$ cat config.mk
export PLATFORM = sky130hd
export DESIGN_NAME = usb_fs_bit_tx
export DESIGN_NICKNAME = d
export VERILOG_FILES = /design/src/rtl/usb_fs_bit_tx.sv
export SDC_FILE = /design/constraint.sdc
export NUM_CORES = 1
export LEC_CHECK = 0
export BUFFER_PORTS_ARGS = -buffer_cell sky130_fd_sc_hd__buf_2
export CAP_MARGIN = 5
export CORE_MARGIN = 2
export CORE_UTILIZATION = 61
export CTS_CLUSTER_DIAMETER = 120
export DETAILED_ROUTE_END_ITERATION = 12
export PLACE_DENSITY = 0.8
export SETUP_SLACK_MARGIN = 0.05
export SLEW_MARGIN = 20
export SYNTH_ARGS = -nofsm -noshare
export SYNTH_HDL_FRONTEND = slang
export SYNTH_SLANG_ARGS = --single-unit
export TNS_END_PERCENT = 30
$ cat constraint.sdc
create_clock -name clk -period 4.9 [get_ports clk]
set_clock_uncertainty 0.15 [all_clocks]
set_input_delay 0.245 -clock clk [delete_from_list [all_inputs] [get_ports clk]]
set_output_delay 0.245 -clock clk [all_outputs]
set_load 0.02 [all_outputs]
$ cat src/rtl/usb_fs_bit_tx.sv
// ---------------------------------------------------------------------------
// usb_fs_bit_tx
// Full-speed USB bit-level transmitter. The block takes a byte stream from the
// packet layer and drives D+/D-. It sends SYNC first, then the bytes LSB-first
// with bit stuffing, NRZI-encodes every bit, and finishes with EOP (SE0, SE0, J).
// Every line bit is held for CLKS_PER_BIT clocks of the shared 60 MHz clock.
//
// Optional feature macro: USB_TX_PRE_J_EN
//   When it is defined, one driven J bit comes before SYNC.
//   When it is undefined, SYNC starts on the clock after the first accept.
//
// Parameters
//   CLKS_PER_BIT  clocks per line bit (5 at 60 MHz)
//   STUFF_LIMIT   run length of 1s that forces a stuffed 0
//
// Ports
//   clk       60 MHz clock
//   rst       synchronous, active-high reset
//   tx_valid  byte available on tx_data
//   tx_data   byte to send, LSB first
//   tx_last   marks the accepted byte as the final byte of the packet
//   tx_ready  holding register can take a byte (accept = tx_valid && tx_ready)
//   tx_dp     registered D+ drive value
//   tx_dn     registered D- drive value
//   oe        1 while the transmitter owns the line
//   tx_busy   packet in progress, from first accept to the tx_done cycle
//   tx_done   one-cycle pulse when the packet is complete
//   tx_error  one-cycle pulse when the data underruns
// ---------------------------------------------------------------------------
module usb_fs_bit_tx #(
  parameter int CLKS_PER_BIT = 5,
  parameter int STUFF_LIMIT  = 6
) (
  input  logic       clk,
  input  logic       rst,
  input  logic       tx_valid,
  input  logic [7:0] tx_data,
  input  logic       tx_last,
  output logic       tx_ready,
  output logic       tx_dp,
  output logic       tx_dn,
  output logic       oe,
  output logic       tx_busy,
  output logic       tx_done,
  output logic       tx_error
);

  localparam int CNT_W  = (CLKS_PER_BIT > 1) ? $clog2(CLKS_PER_BIT) : 1;
  localparam int ONES_W = $clog2(STUFF_LIMIT + 1);
  localparam logic [CNT_W-1:0]  CNT_LAST = CNT_W'(CLKS_PER_BIT - 1);
  localparam logic [ONES_W-1:0] ONES_MAX = ONES_W'(STUFF_LIMIT);

  typedef enum logic [3:0] {
    S_IDLE,
    S_PREJ,
    S_SYNC,
    S_DATA,
    S_STUFF,
    S_EOP1,
    S_EOP2,
    S_EOPJ,
    S_DONE
  } state_t;

  state_t state, state_nxt;

  // Control state
  logic [CNT_W-1:0]  bit_cnt, bit_cnt_nxt;
  logic [2:0]        bit_idx, bit_idx_nxt;
  logic [ONES_W-1:0] ones_cnt, ones_nxt;
  logic              lvl, lvl_nxt;          // NRZI level, 1 = J
  logic              hold_full, hold_full_nxt;
  logic              lock, lock_nxt;        // last byte taken, refuse more
  logic              dp_nxt, dn_nxt, oe_nxt;
  logic              tx_ready_nxt, tx_busy_nxt, tx_done_nxt, tx_error_nxt;

  // Datapath state (not reset)
  logic [7:0]        hold_data, hold_data_nxt;
  logic              hold_last, hold_last_nxt;
  logic [7:0]        cur_byte, cur_byte_nxt;
  logic              cur_last, cur_last_nxt;

  // Per-cycle decisions
  logic              accept;
  logic              bit_end;
  logic              byte_end;
  logic              emit_data;
  logic              emit_val;
  logic              drive_lvl;
  logic              drive_se0;

  assign accept  = tx_valid && tx_ready;
  assign bit_end = (bit_cnt == CNT_LAST);

  always_comb begin
    state_nxt     = state;
    bit_cnt_nxt   = bit_end ? '0 : bit_cnt + CNT_W'(1);
    bit_idx_nxt   = bit_idx;
    ones_nxt      = ones_cnt;
    lvl_nxt       = lvl;
    hold_full_nxt = hold_full;
    lock_nxt      = lock;
    dp_nxt        = tx_dp;
    dn_nxt        = tx_dn;
    oe_nxt        = oe;
    tx_busy_nxt   = tx_busy;
    tx_done_nxt   = 1'b0;
    tx_error_nxt  = 1'b0;
    hold_data_nxt = hold_data;
    hold_last_nxt = hold_last;
    cur_byte_nxt  = cur_byte;
    cur_last_nxt  = cur_last;
    byte_end      = 1'b0;
    emit_data     = 1'b0;
    emit_val      = 1'b0;
    drive_lvl     = 1'b0;
    drive_se0     = 1'b0;

    if (accept) begin
      hold_data_nxt = tx_data;
      hold_last_nxt = tx_last;
      hold_full_nxt = 1'b1;
      if (tx_last) begin
        lock_nxt = 1'b1;
      end
    end

    case (state)
      S_IDLE: begin
        bit_cnt_nxt = '0;
        if (accept) begin
          bit_idx_nxt = '0;
          ones_nxt    = '0;
          oe_nxt      = 1'b1;
          tx_busy_nxt = 1'b1;
`ifdef USB_TX_PRE_J_EN
          state_nxt   = S_PREJ;
          lvl_nxt     = 1'b1;
          drive_lvl   = 1'b1;
`else
          state_nxt   = S_SYNC;
          emit_data   = 1'b1;
          emit_val    = 1'b0;
`endif
        end
      end

      S_PREJ: begin
        if (bit_end) begin
          state_nxt   = S_SYNC;
          bit_idx_nxt = '0;
          emit_data   = 1'b1;
          emit_val    = 1'b0;
        end
      end

      // SYNC is seven 0s followed by a 1; the first data bit comes from the
      // holding register, which is always full here because the accept started
      // the packet.
      S_SYNC: begin
        if (bit_end) begin
          if (bit_idx != 3'd7) begin
            bit_idx_nxt = bit_idx + 3'd1;
            emit_data   = 1'b1;
            emit_val    = (bit_idx == 3'd6);
          end else begin
            state_nxt     = S_DATA;
            cur_byte_nxt  = hold_data;
            cur_last_nxt  = hold_last;
            hold_full_nxt = 1'b0;
            bit_idx_nxt   = '0;
            emit_data     = 1'b1;
            emit_val      = hold_data[0];
          end
        end
      end

      // The stuff check comes before the shift, so a stuffed 0 can follow the
      // final bit of a byte before the byte boundary is handled.
      S_DATA: begin
        if (bit_end) begin
          if (ones_cnt == ONES_MAX) begin
            state_nxt = S_STUFF;
            lvl_nxt   = ~lvl;
            ones_nxt  = '0;
            drive_lvl = 1'b1;
          end else if (bit_idx != 3'd7) begin
            bit_idx_nxt = bit_idx + 3'd1;
            emit_data   = 1'b1;
            emit_val    = cur_byte[bit_idx + 3'd1];
          end else begin
            byte_end = 1'b1;
          end
        end
      end

      S_STUFF: begin
        if (bit_end) begin
          if (bit_idx != 3'd7) begin
            state_nxt   = S_DATA;
            bit_idx_nxt = bit_idx + 3'd1;
            emit_data   = 1'b1;
            emit_val    = cur_byte[bit_idx + 3'd1];
          end else begin
            byte_end = 1'b1;
          end
        end
      end

      S_EOP1: begin
        if (bit_end) begin
          state_nxt = S_EOP2;
          drive_se0 = 1'b1;
        end
      end

      S_EOP2: begin
        if (bit_end) begin
          state_nxt = S_EOPJ;
          lvl_nxt   = 1'b1;
          drive_lvl = 1'b1;
        end
      end

      S_EOPJ: begin
        if (bit_end) begin
          state_nxt   = S_DONE;
          bit_cnt_nxt = '0;
          oe_nxt      = 1'b0;
          tx_busy_nxt = 1'b0;
          tx_done_nxt = 1'b1;
        end
      end

      S_DONE: begin
        state_nxt   = S_IDLE;
        bit_cnt_nxt = '0;
        lock_nxt    = 1'b0;
      end

      default: begin
        state_nxt = S_IDLE;
      end
    endcase

    // At a byte boundary the packet ends, the next byte is loaded, or the
    // data has underrun. A byte that arrives on the underrun edge itself is
    // dropped, because no further data follows an underrun.
    if (byte_end) begin
      if (cur_last) begin
        state_nxt = S_EOP1;
        drive_se0 = 1'b1;
      end else if (hold_full) begin
        state_nxt     = S_DATA;
        cur_byte_nxt  = hold_data;
        cur_last_nxt  = hold_last;
        hold_full_nxt = 1'b0;
        bit_idx_nxt   = '0;
        emit_data     = 1'b1;
        emit_val      = hold_data[0];
      end else begin
        state_nxt     = S_EOP1;
        tx_error_nxt  = 1'b1;
        hold_full_nxt = 1'b0;
        drive_se0     = 1'b1;
      end
    end

    // NRZI: a 0 toggles the line and a 1 holds it.
    if (emit_data) begin
      if (!emit_val) begin
        lvl_nxt = ~lvl;
      end
      ones_nxt  = emit_val ? ones_cnt + ONES_W'(1) : '0;
      drive_lvl = 1'b1;
    end

    if (drive_lvl) begin
      dp_nxt = lvl_nxt;
      dn_nxt = ~lvl_nxt;
    end
    if (drive_se0) begin
      dp_nxt = 1'b0;
      dn_nxt = 1'b0;
    end

    tx_ready_nxt = !hold_full_nxt && !lock_nxt &&
                   (state_nxt inside {S_IDLE, S_PREJ, S_SYNC, S_DATA, S_STUFF});
  end

  // State and control registers
  always_ff @(posedge clk) begin
    if (rst) begin
      state     <= S_IDLE;
      bit_cnt   <= '0;
      bit_idx   <= '0;
      ones_cnt  <= '0;
      lvl       <= 1'b1;
      hold_full <= 1'b0;
      lock      <= 1'b0;
      tx_dp     <= 1'b1;
      tx_dn     <= 1'b0;
      oe        <= 1'b0;
      tx_ready  <= 1'b0;
      tx_busy   <= 1'b0;
      tx_done   <= 1'b0;
      tx_error  <= 1'b0;
    end else begin
      state     <= state_nxt;
      bit_cnt   <= bit_cnt_nxt;
      bit_idx   <= bit_idx_nxt;
      ones_cnt  <= ones_nxt;
      lvl       <= lvl_nxt;
      hold_full <= hold_full_nxt;
      lock      <= lock_nxt;
      tx_dp     <= dp_nxt;
      tx_dn     <= dn_nxt;
      oe        <= oe_nxt;
      tx_ready  <= tx_ready_nxt;
      tx_busy   <= tx_busy_nxt;
      tx_done   <= tx_done_nxt;
      tx_error  <= tx_error_nxt;
    end
  end

  // Byte registers
  always_ff @(posedge clk) begin
    hold_data <= hold_data_nxt;
    hold_last <= hold_last_nxt;
    cur_byte  <= cur_byte_nxt;
    cur_last  <= cur_last_nxt;
  end

endmodule

After elaboration in Yosys (flattened, before gate mapping)
Cells that the tools add are included.

storage, ports and cells
  flip-flop bits (word level) = 40
  word-level logic and storage cells = 168
  output and inout bits = 7

cells by class
  bitwise gates (word level) = 4
  reductions and logical operators = 18
  eq/ne operators = 21
  $add $sub $neg = 3
  multiplexer cells = 104
  order comparisons = 1

operators with widths
  operator                                                     number
  2-to-1 mux 3 bit                                             20
  2-to-1 mux 1 bit                                             55
  2-to-1 mux 4 bit                                             12
  2-to-1 mux 8 bit                                             6
  one-hot mux 4 bit (8 select lines)                           1
  equality test 4 x 3 -> 1 bit (second input constant)         5
  equality test 4 x 2 -> 1 bit (second input constant)         4
  one-hot mux 3 bit (5 select lines)                           1
  != test 3 bit (second input constant)                        4
  one-hot mux 3 bit (2 select lines)                           2
  adder 3 x 1 -> 3 bit (second input constant)                 3
  equality test 3 bit (second input constant)                  3
  equality test 4 x 1 -> 1 bit (second input constant)         2
  logical NOT 4 bit                                            2
  one-hot mux 1 bit (2 select lines)                           4
  OR reduction 2 bit                                           4
  nonzero test 5 bit                                           1
  equality test 4 bit (second input constant)                  1
  less-than comparator 3 x 4 -> 1 bit (second input constant)  1
  != test 2 bit (second input constant)                        2
  inverter 1 bit                                               4
  one-hot mux 1 bit (4 select lines)                           1
  AND reduction 4 bit                                          1
  nonzero test 2 bit                                           2
  7 further kinds                                              10

Longest topological paths before layout
Gate-level depths: netlist of run 1.

  depth after elaboration = 14
  gate-level depth with buffers = 9
  depth with buffers taken out = 9

Worst setup path before layout of run 1
Ideal clock, no wire load.

  path kind = reg2reg
  from = register bit_idx[0]
  to = register lvl
  slack = 2,637 ps
  arrival = 1,993 ps
  library setup time = 120 ps
  clock period less this slack = 2,263 ps
  data required time = 4,630 ps
  stages on the path, launching flop included = 9
  path through = dfxtp_1 > inv_1 > ha_1 > mux4_2 > mux2i_1 > o31a_1 > a32oi_2 > mux2i_1 > or2_1

between the ends
  word-level cells in the longest chain between the ends = 12

RTL lines
  what                                    RTL line  RTL
  start: declaration                      69        logic [2:0] bit_idx, bit_idx_nxt;
  start signal: assignment                311       bit_idx <= bit_idx_nxt;
  adder 3 x 1 -> 3 bit                    190, 203
  binary-select mux 1 bit (select 3 bit)  190, 203
  2-to-1 mux 1 bit (implied by the code)  190, 203
  2-to-1 mux 1 bit                        187, 199
  2-to-1 mux 1 bit                        182       if (ones_cnt == ONES_MAX) begin
  2-to-1 mux 1 bit                        181       if (bit_end) begin
  one-hot mux 1 bit (3 select lines)      128       case (state)
  2-to-1 mux 1 bit                        253       end else if (hold_full) begin
  2-to-1 mux 1 bit                        250       if (cur_last) begin
  2-to-1 mux 1 bit                        249       if (byte_end) begin
  2-to-1 mux 1 bit                        271       if (!emit_val) begin
  2-to-1 mux 1 bit *                      270       if (emit_data) begin
  end signal: assignment                  313       lvl <= lvl_nxt;
  end: declaration                        71        logic lvl, lvl_nxt;

Every way passes the cells marked *; elsewhere a longest branch is shown, timed or not. The select of a mux whose other input is x is not followed.
A chain may end at the register's enable or synchronous reset.

Final worst setup path of run 1
  from = register bit_cnt[0]
  to = register cur_byte[4]

between the ends
  word-level cells in the longest chain between the ends = 6

RTL lines
  what                      RTL line  RTL
  start: declaration        68        logic [CNT_W-1:0] bit_cnt, bit_cnt_nxt;
  start signal: assignment  310       bit_cnt <= bit_cnt_nxt;
  equality test 3 bit *     93        assign bit_end = (bit_cnt == CNT_LAST);
  2-to-1 mux 8 bit          161       if (bit_end) begin
  2-to-1 mux 8 bit          128
  2-to-1 mux 8 bit          253
  2-to-1 mux 8 bit          250
  2-to-1 mux 8 bit *        249
  net cur_byte_nxt[4]       80        logic [7:0] cur_byte, cur_byte_nxt;
  end signal: assignment    330       cur_byte <= cur_byte_nxt;
  end: declaration          80

Mark *: on every way through the listed nets, which the timed path passes. The rest lies on a longest branch.

==> results of run 1 <==
metrics by stage:
stage | std cells | power (mW) | hold slack (ns)
CTS | 277 | 0.680 | 0.116
finish | 277 | 0.677 | 0.116
global placement | 260 | 0.412 | 0.271
floorplan | 205 | 0.399 | 0.194
detailed placement | 260 | 0.414 | 0.274
global route | 277 | 0.705 | 0.123
worst register-to-register path, cell delays in order, from the launching register on:
cell     delay (ns)
dfxtp_1        0.35
inv_1          0.06
ha_1           0.19
and2_1         0.36
nand3_1        0.21
or4b_4         0.60
and2_4         0.24
mux2_4         0.31
cell type report:
cell class,count,area (sq um)
repair buffers,27,180
flip-flops and latches,40,891
fillers,247,942
well taps,46,57.6
clock buffers,6,41.3
multi-input cells,143,1060
clock inverters,2,60.1
inverters,13,48.8
power breakdown:
part	switching (mW)	internal, mW
clock network	0.104	0.159
logic	0.0333	0.0258
registers	0.00740	0.347
sequential cells by signal (all words and copies together) (netlist names):
signal	flops
bit_cnt	3
bit_idx	3
cur_byte	8
cur_last	1
hold_data	8
hold_full	1
hold_last	1
lock	1
lvl	1
ones_cnt	3
state	4
tx_busy	1
tx_dn	1
tx_done	1
tx_dp	1
tx_error	1
tx_ready	1
layout by cell type (no fill, tap or decap), types with 2 or more instances in the layout:
cell,synthesis,final
ha_1,9,9
a31oi_1,4,4
nor4bb_1,2,2
nand3_1,7,7
o21ai_0,5,5
dlygate4sd3_1,0,9
nand2_1,17,17
inv_1,13,13
nand4_1,4,4
or2_1,2,2
a21oi_1,8,8
nor2_1,18,18
o221ai_1,2,2
nor3_1,5,5
mux2_4,7,7
nor2b_1,3,3
buf_2,1,18
mux4_2,2,2
and2_1,3,3
nand3b_1,2,2
a21o_1,2,2
mux2i_1,3,3
bufinv_16,0,2
o21ai_1,2,2
clkbuf_4,0,5
and2_4,2,2
a22oi_1,5,5
dfxtp_1,31,31
nor4_1,2,2
edfxtp_1,9,9
worst paths after layout:
path	cells after the start	slack [ns]	start	to
worst min register to register	2	0.32	cur_byte[0]	cur_byte[0]
worst min-delay path	2	0.12	rst	ones_cnt[0]
worst max register to register	7	2.34	bit_cnt[0]	cur_byte[4]
worst max-delay path	7	2.34	bit_cnt[0]	cur_byte[4]
metal layers:
metal	wire [um]	vias up	share of wire
met5	0	-	0
met4	79	0	0.017
met3	315	12	0.070
met2	2250	61	0.50
met1	1870	782	0.41
li1	-	805	-
logic make-up after synthesis:
logic type	share of synthesized area
compound gates	0.148
xor+xnor	0.00852
fa+ha+maj	0.0547
buf+inv	0.0499
flops	0.433
mux	0.0998
simple gates	0.206
timing repair:
action                                  in CTS  in global routing
setup buffers                                0                  0
endpoints found under the setup margin       0                  0
hold buffers                                 9                  0
endpoints found under the hold margin        9                  0
gates resized for setup                      0                  0
==> flow_metrics.py, run 1 <==
metrics = {
    "grt": {
        "grt_use_met2": 0.440,
        "track_usage": 0.263,
        "busiest_layer": "met2",
        "grt_util_met1": 0.319,
        "grt_max_degree": 20,
        "grt_first_pass_wirelength_mm": 7.31,
        "antenna_found_initial": 0,
        "met3_usage": 0.0725,
        "grt.overflow.total": 0,
        "grt_pass1_vias": 1636,
    },
    "timing": {
        "tightestPinTransition_ns": 0.625,
        "period_minus_slack_ns": 2.56,
        "relSlewSlack": 0.580,
        "tns_ns": 0,
        "hold_violations": 0,
        "fin_crit_sh": 0.523,
        "worst_slack_ns": 2.34,
        "fmax_mhz": 390,
        "rsz0062_at_grt": "no",
        "drv_slew": 0,
        "finalSetupViolCount": 0,
    },
    "floorplan": {
        "rows": 21,
        "die-area_sq_mm": 0.00385,
        "fp.dieW_um": 62.1,
        "core_sq_mm": 0.00328,
        "die_h_um": 62.1,
        "pin_count": 19,
        "initial_utilization": 0.626,
    },
    "placed_design": {
        "place_ws_ns": 2.33,
        "dp_hpwl_mm": 3.22,
        "io_buffers": 18,
        "place_area_sq_mm": 0.00215,
        "place_congestion": 0.968,
    },
    "worst_hold_path": {
        "hp-class": "input pin to flip-flop",
    },
    "detailed_routing": {
        "wl_mm": 4.52,
        "wl_per_cell_um": 16.3,
        "ant_nets": 0,
        "drc": 0,
        "viasPerCell": 5.99,
        "drt-pass1-iter-count": 4,
        "vias": 1660,
        "drt_iter0_drc": 104,
    },
    "critical_path": {
        "critPathKind": "flip-flop to flip-flop",
        "cp.required_ns": 5.00,
        "cp_num_buf_inv": 1,
        "critPathArrivalTime_ns": 2.66,
        "path_cells": "inv_1 -> ha_1 -> and2_1 -> nand3_1 -> or4b_4 -> and2_4 -> mux2_4",
        "critPathLaunchType": "flip-flop",
        "max_stage_delay_ns": 0.60,
        "critPathCaptureType": "flip-flop",
        "cp_top_family": "simple AND/OR/NAND/NOR gates",
        "path_max_fanout": 11,
        "worst_path_max_delay_cell": "or4b_4",
    },
    "clock_network": {
        "ctsRootBufferMaster": "clkbuf_4",
        "cts_tree": "yes",
        "cts.sinks": 40,
        "cts.path.max_buffers": 2,
        "clk_pin_slew_ns": 0.11,
        "clock_latency_ns": 0.34,
        "htreeDepth": 2,
        "numCtsBuffers": 5,
    },
    "synth": {
        "synth_top_area_frac": 0.302,
        "synth_edf_count": 9,
        "synthTopCellsByCount": "dfxtp_1, nor2_1, nand2_1, inv_1",
        "ys_seq_area_frac": 0.433,
        "post-synth-top-count-cell": "dfxtp_1",
        "yosys_warnings": 0,
        "synthTopCellsByArea": "dfxtp_1, edfxtp_1, ha_1",
        "synth-seq-cells": 40,
        "synth_ff_type": "dfxtp_1",
        "async_flop_share": 0,
        "ys_types": 58,
        "syn-num-nets": 226,
        "synthCells": 205,
        "synth_largest_area_cell": "dfxtp_1",
        "syn_area_per_cell_sq_um": 10.0,
        "synth_area_sq_mm": 0.00206,
    },
    "outcome": {
        "status": "finished, final reports clean",
    },
    "pwr": {
        "vdd_ir_drop_max_v": 0.000215,
        "pwr_density_cell_mw_per_mm2": 289,
        "leakage_nw": 0.934,
    },
    "finish": {
        "final_util": 0.713,
        "drive_above_1_share": 0.199,
        "design_area_sq_mm": 0.00234,
        "antenna_cells": 0,
        "syn_to_final_growth_pct": 13.9,
        "fin_nets": 251,
    },
    "job": {
        "cap_violations": 0,
    },
}
Power figures use the tool's default switching activity.
==> run 2: changes to the inputs <==
- CORE_UTILIZATION: 61 -> 53
- PLACE_DENSITY: 0.8 -> 0.73
- clock period: 4.9 -> 2.1 ns (I/O delays scaled with it)
==> run 2 against run 1 <==
Net effect: the run now ends with setup timing left; register-to-register slack lost 2.5 ns; utilization grew 2.3 points; clock-buffer cell count unchanged; routed wire length grew 13%; via count rose by 8.3%; die area grew 14%; critical endpoint is now lvl; largest power group unchanged; highest routed layer unchanged.
==> flow_metrics.py, run 2 (synthesis results as in run 1) <==
metrics = {
    "detailed_routing": {
        "viasPerCell": 5.69,
        "ant_nets": 0,
        "wl_per_cell_um": 16.2,
        "drt_iter0_drc": 103,
        "drc": 0,
        "drt-pass1-iter-count": 4,
        "wl_mm": 5.12,
        "vias": 1798,
    },
    "critical_path": {
        "critPathKind": "flip-flop to flip-flop",
        "cp.required_ns": 2.14,
        "path_cells": "inv_4 -> ha_4 -> mux4_2 -> mux2i_1 -> o31a_1 -> a32oi_2 -> mux2i_1 -> or2_1",
        "path_max_fanout": 4,
        "worst_path_max_delay_cell": "mux4_2",
        "crit_start": "bit_idx[0]",
        "crit_top_cell": "mux2i_1",
        "max_stage_delay_ns": 0.50,
        "critPathCaptureType": "flip-flop",
        "cp_top_family": "multiplexers",
        "critPathArrivalTime_ns": 2.32,
        "critPathLaunchType": "flip-flop",
        "r2r_start": "bit_idx[0]",
        "cp_num_buf_inv": 1,
    },
    "floorplan": {
        "die_h_um": 66.3,
        "fp.dieW_um": 66.3,
        "core_sq_mm": 0.00369,
        "pin_count": 19,
        "rows": 22,
        "die-area_sq_mm": 0.00440,
        "initial_utilization": 0.558,
    },
    "finish": {
        "layout_common_cells": "buf_4, dfxtp_1, nor2_1, buf_2, nand2_1",
        "drive_above_1_share": 0.384,
        "final_common_cell": "buf_4",
        "final_util": 0.736,
        "antenna_cells": 0,
        "fin_nets": 288,
        "syn_to_final_growth_pct": 32.1,
        "reg.largest.list": "cur_byte (8), hold_data (8), state (4)",
    },
    "clock_network": {
        "cts.sinks": 40,
        "ctsRootBufferMaster": "clkbuf_8",
        "cts.path.max_buffers": 2,
        "htreeDepth": 2,
        "cts_tree": "yes",
        "clock_latency_ns": 0.29,
        "numCtsBuffers": 5,
        "clk_pin_slew_ns": 0.08,
    },
    "pwr": {
        "pwr-share-seq": 0.551,
        "switching_share": 0.250,
        "combPwrFrac": 0.111,
        "pwr_density_cell_mw_per_mm2": 550,
        "vdd_ir_drop_max_v": 0.000516,
        "p_switching_mw": 0.374,
        "leakage_nw": 1.12,
        "clkPwrFrac": 0.338,
        "total_power_mw": 1.49,
        "p_int_mw": 1.12,
    },
    "placed_design": {
        "place_congestion": 0.875,
        "io_buffers": 18,
        "place_ws_ns": -0.221,
        "dp_hpwl_mm": 3.69,
    },
    "outcome": {
        "violations": "setup timing",
        "status": "complete, but fails checks",
    },
    "grt": {
        "grt.overflow.total": 0,
        "antenna_found_initial": 0,
        "grt_max_degree": 20,
        "grt_pass1_vias": 1805,
        "grt_first_pass_wirelength_mm": 8.35,
        "track_usage": 0.254,
    },
    "timing": {
        "rsz0062_at_grt": "yes",
        "tightestPinTransition_ns": 0.353,
        "drv_slew": 0,
        "fmax_mhz": 439,
        "whs_ns": 0.0265,
        "hold_violations": 0,
        "period_minus_slack_ns": 2.28,
        "fin_crit_sh": 1.08,
        "worst_slack_ns": -0.176,
        "relSlewSlack": 0.764,
        "finalSetupViolCount": 14,
    },
    "worst_hold_path": {
        "hp-class": "input pin to flip-flop",
        "hold_path_startpoint": "rst",
    },
    "job": {
        "cap_violations": 0,
    },
}
-- run 2: cell count changes in the layout (fill, tap and decap cells not counted), sizes merged --
cell	change
clkinv	+1
clkinvlp	+1
buf	+37
bufinv	-2
-- run 2: path summary, 6_finish.rpt --
path | endpoint | slack [ns] | depth (start not counted)
hold / removal | ones_cnt[0] | 0.03 | 2
setup / recovery | lvl | -0.18 | 8
setup reg to reg | lvl | -0.18 | 8
hold reg to reg | cur_byte[0] | 0.31 | 2
-- run 2: worst reg2reg max path, delay by kind of cell (launching register included) --
kind	cells	cell delay, ns
AO/OA/AOI/OAI	2	0.28
adder cells (fa/ha/maj)	1	0.28
buffers and inverters	1	0.05
flip-flops	1	0.39
multiplexers	3	0.81
AND/OR/NAND/NOR	1	0.22
-- run 2: repair_timing --
action / in CTS / in global routing
resized for setup: 6 / 5
endpoints found under the hold margin: 9 / 0
buffers inserted: 1 / 1
endpoints found under the setup margin: 15 / 20
pin swaps: 5 / 3
hold buffers: 9 / 0
-- run 2: power groups by stage --
stage	Clock, mW	Sequential (mW)	Combinational (mW)
2_1_floorplan	0	0.847	0.0844
4_1_cts	0.508	0.822	0.161
3_5_place_dp	0	0.843	0.147
5_1_grt	0.531	0.826	0.180
3_3_place_gp	0	0.841	0.142
6_report	0.505	0.823	0.166
-- run 2: stage by stage --
step                cells  setup TNS, ns  cell area [sq um]
floorplan             205         -0.336               2130
CTS                   315          -1.19               2690
global route          316          -2.42               2720
global placement      297         -0.497               2480
finish                316          -1.39               2720
detailed placement    297          -1.39               2480
-- run 2: cell type report --
class | instances | area, sq um
Inverter | 13 | 51.3
Sequential cell | 40 | 903
Clock inverter | 2 | 12.5
Tap cell | 48 | 60.1
Clock buffer | 6 | 72.6
Multi-Input combinational cell | 143 | 1160
Timing Repair Buffer | 64 | 458
Fill cell | 267 | 972
-- run 2: routing by layer --
| layer | up-vias | routed length [um] | GRT usage |
|---|---|---|---|
| met2 | 51 | 2570 | 0.434 |
| li1 | 873 | - | - |
| met5 | - | 0 | 0 |
| met4 | 0 | 59 | 0.0612 |
| met1 | 865 | 2190 | 0.321 |
| met3 | 9 | 310 | 0.0630 |
==> run 3: changes to the inputs <==
- ABC_AREA: default -> 1
==> run 3 against run 2 <==
Net effect: the run now ends clean; clock power increased by 22%; register-to-register slack improved by 0.33 ns; cell count rose by 13%; clock-buffer cell count fell by 1; via count rose by 1.6%; die area increased by 2.0%; worst hold slack improved by 0.098 ns; global-route usage decreased by 3.2 points; flip-flop and latch count did not move; largest power group unchanged.
==> flow_metrics.py, run 3 <==
metrics = {
    "outcome": {
        "status": "finished, final reports clean",
    },
    "floorplan": {
        "pin_count": 19,
        "core_sq_mm": 0.00374,
        "fp.dieW_um": 67.0,
        "initial_utilization": 0.561,
        "die_h_um": 67.0,
        "die-area_sq_mm": 0.00448,
        "rows": 22,
    },
    "job": {
        "cap_violations": 0,
    },
    "clock_network": {
        "clock_latency_ns": 0.29,
        "ctsRootBufferMaster": "clkbuf_8",
        "post-cts-setup-buffers": 0,
        "cts.sinks": 40,
        "cts.path.max_buffers": 2,
        "clk_pin_slew_ns": 0.08,
        "cts_tree": "yes",
        "numCtsBuffers": 5,
        "htreeDepth": 2,
    },
    "timing": {
        "tightestPinTransition_ns": 0.269,
        "tns_ns": 0,
        "rsz0062_at_grt": "yes",
        "fin_crit_sh": 0.928,
        "hold_violations": 0,
        "relSlewSlack": 0.819,
        "whs_ns": 0.124,
        "drv_slew": 0,
        "period_minus_slack_ns": 1.95,
        "finalSetupViolCount": 0,
        "fmax_mhz": 513,
    },
    "synth": {
        "synthTopCellsByCount": "nand2_1, inv_1, dfxtp_1, nor2_1, o21ai_0",
        "synth_top_area_frac": 0.295,
        "synth_area_sq_mm": 0.00210,
        "ys_types": 33,
        "syn-num-nets": 296,
        "synthTopCellsByArea": "dfxtp_1, edfxtp_1, nand2_1",
        "syn_area_per_cell_sq_um": 7.64,
        "synth-seq-cells": 40,
        "synth_largest_area_cell": "dfxtp_1",
        "async_flop_share": 0,
        "yosys_warnings": 0,
        "synth_edf_count": 9,
        "synth_ff_type": "dfxtp_1",
        "post-synth-top-count-cell": "nand2_1",
        "synthCells": 275,
        "ys_seq_area_frac": 0.424,
    },
    "finish": {
        "layout_common_cells": "nand2_1, inv_1, dfxtp_1",
        "syn_to_final_growth_pct": 17.0,
        "fin_cells": 358,
        "reg.largest.list": "cur_byte (8), hold_data (8), state (4)",
        "design_area_sq_mm": 0.00246,
        "fin_nets": 330,
        "final_common_cell": "nand2_1",
        "antenna_cells": 0,
        "drive_above_1_share": 0.194,
    },
    "pwr": {
        "leakage_nw": 1.20,
        "total_power_mw": 1.58,
        "vdd_ir_drop_max_v": 0.000491,
        "pwr_density_cell_mw_per_mm2": 642,
    },
    "worst_hold_path": {
        "hold_path_startpoint": "tx_valid",
        "worstHoldPathCells": 5,
        "min_to": "tx_busy",
        "hp-class": "input pin to flip-flop",
    },
    "grt": {
        "grt_max_degree": 17,
        "grt.overflow.total": 0,
        "grt_pass1_vias": 1729,
        "track_usage": 0.222,
        "antenna_found_initial": 0,
        "grt_first_pass_wirelength_mm": 7.41,
    },
    "detailed_routing": {
        "ant_nets": 0,
        "drc": 0,
        "drt_iter0_drc": 106,
        "wl_mm": 4.42,
        "wl_per_cell_um": 12.3,
        "vias": 1826,
        "viasPerCell": 5.10,
        "drt-pass1-iter-count": 4,
    },
    "critical_path": {
        "critPathKind": "flip-flop to flip-flop",
        "critPathLaunchType": "flip-flop",
        "max_stage_delay_ns": 0.41,
        "rr_endpoint": "tx_dp",
        "crit_top_cell": "nand2_1",
        "rrSetupSlack_ns": 0.15,
        "r2r_start": "bit_idx[1]",
        "path_cells": "ha_1 -> inv_1 -> ha_1 -> nand3b_1 -> nand3_1 -> nand2_1 -> nand2_1 -> nand3_2 -> nand2_2 -> nand3_2 -> nand2_1 -> nand2_1",
        "path_max_fanout": 5,
        "ff2ff_path_depth": 12,
        "worst_path_max_delay_cell": "dfxtp_1",
        "cp.required_ns": 2.13,
        "critPathCaptureType": "flip-flop",
        "critPathArrivalTime_ns": 1.98,
    },
    "placed_design": {
        "io_buffers": 18,
        "place_congestion": 0.977,
        "dp_cells": 340,
        "dp_hpwl_mm": 3.32,
        "place_area_sq_mm": 0.00224,
    },
}
## run 3: changes by cell type after synthesis, moves of 8 or more
| cell | before | now |
|---|---|---|
| inv_1 | 13 | 44 |
| nor2_1 | 18 | 27 |
| o21ai_0 | 5 | 18 |
| nand3_1 | 7 | 15 |
| nand2_1 | 17 | 59 |
## run 3: worst max-delay path by stage
stage	startpoint	to	slack (ns)	cells after the start
floorplan	bit_idx[0]	tx_dp	0.24	12
global placement	bit_idx[0]	tx_dp	0.18	12
detailed placement	bit_idx[0]	tx_dp	0.09	12
CTS	bit_idx[0]	tx_dp	0.08	12
global route	bit_idx[1]	tx_dp	-0.003	12
finish	bit_idx[1]	tx_dp	0.15	12
## run 3: cell type report
class / count / area, sq um
inverters: 52 / 195
flip-flops and latches: 40 / 892
clock buffers: 5 / 68.8
repair buffers: 31 / 213
clock inverters: 3 / 42.5
well taps: 48 / 60.1
fillers: 316 / 1280
multi-input cells: 179 / 987
## run 3: metrics by stage
stage / setup slack, ns / util
2_1_floorplan: 0.245 / -
3_3_place_gp: 0.178 / 0.599
3_5_place_dp: 0.0916 / 0.599
4_1_cts: 0.0775 / 0.656
5_1_grt: -0.00307 / 0.657
6_report: 0.151 / 0.657
## run 3: repair_timing
action,CTS,global route
gates resized for setup,0,2
endpoints found under the hold margin,18,0
hold buffers,10,0
endpoints found under the setup margin,0,7
## run 3: kinds of logic (layout without fill, tap and decap cells)
group,Yosys count,count (layout),share of synthesized area
DFF,40,40,0.424
xor gates and xnor gates,2,2,0.00834
and+or+nand+nor,128,128,0.295
AOI/OAI and AO/OA,40,40,0.111
adders and majority gates,9,9,0.0536
buffers and inverters,56,91,0.107
## run 3: report_power, final
group / internal (mW) / switching [mW] / total, mW
registers: 0.810 / 0.0135 / 0.823
logic: 0.0558 / 0.0836 / 0.139
clock network: 0.352 / 0.264 / 0.616
## run 3: per-layer routing
layer	routed length, um	vias to the layer above	GRT usage
met1	2180	838	0.289
met3	200	6	0.0490
met5	0	-	0
met2	1990	40	0.369
li1	-	942	-
met4	47	0	0.0612
## run 3: worst max-delay path, delay by kind of cell (launching register included)
kind / cells / cell delay [ns]
and+or+nand+nor: 9 / 0.76
adders and majority gates: 2 / 0.48
DFF: 1 / 0.41
buffers and inverters: 1 / 0.04
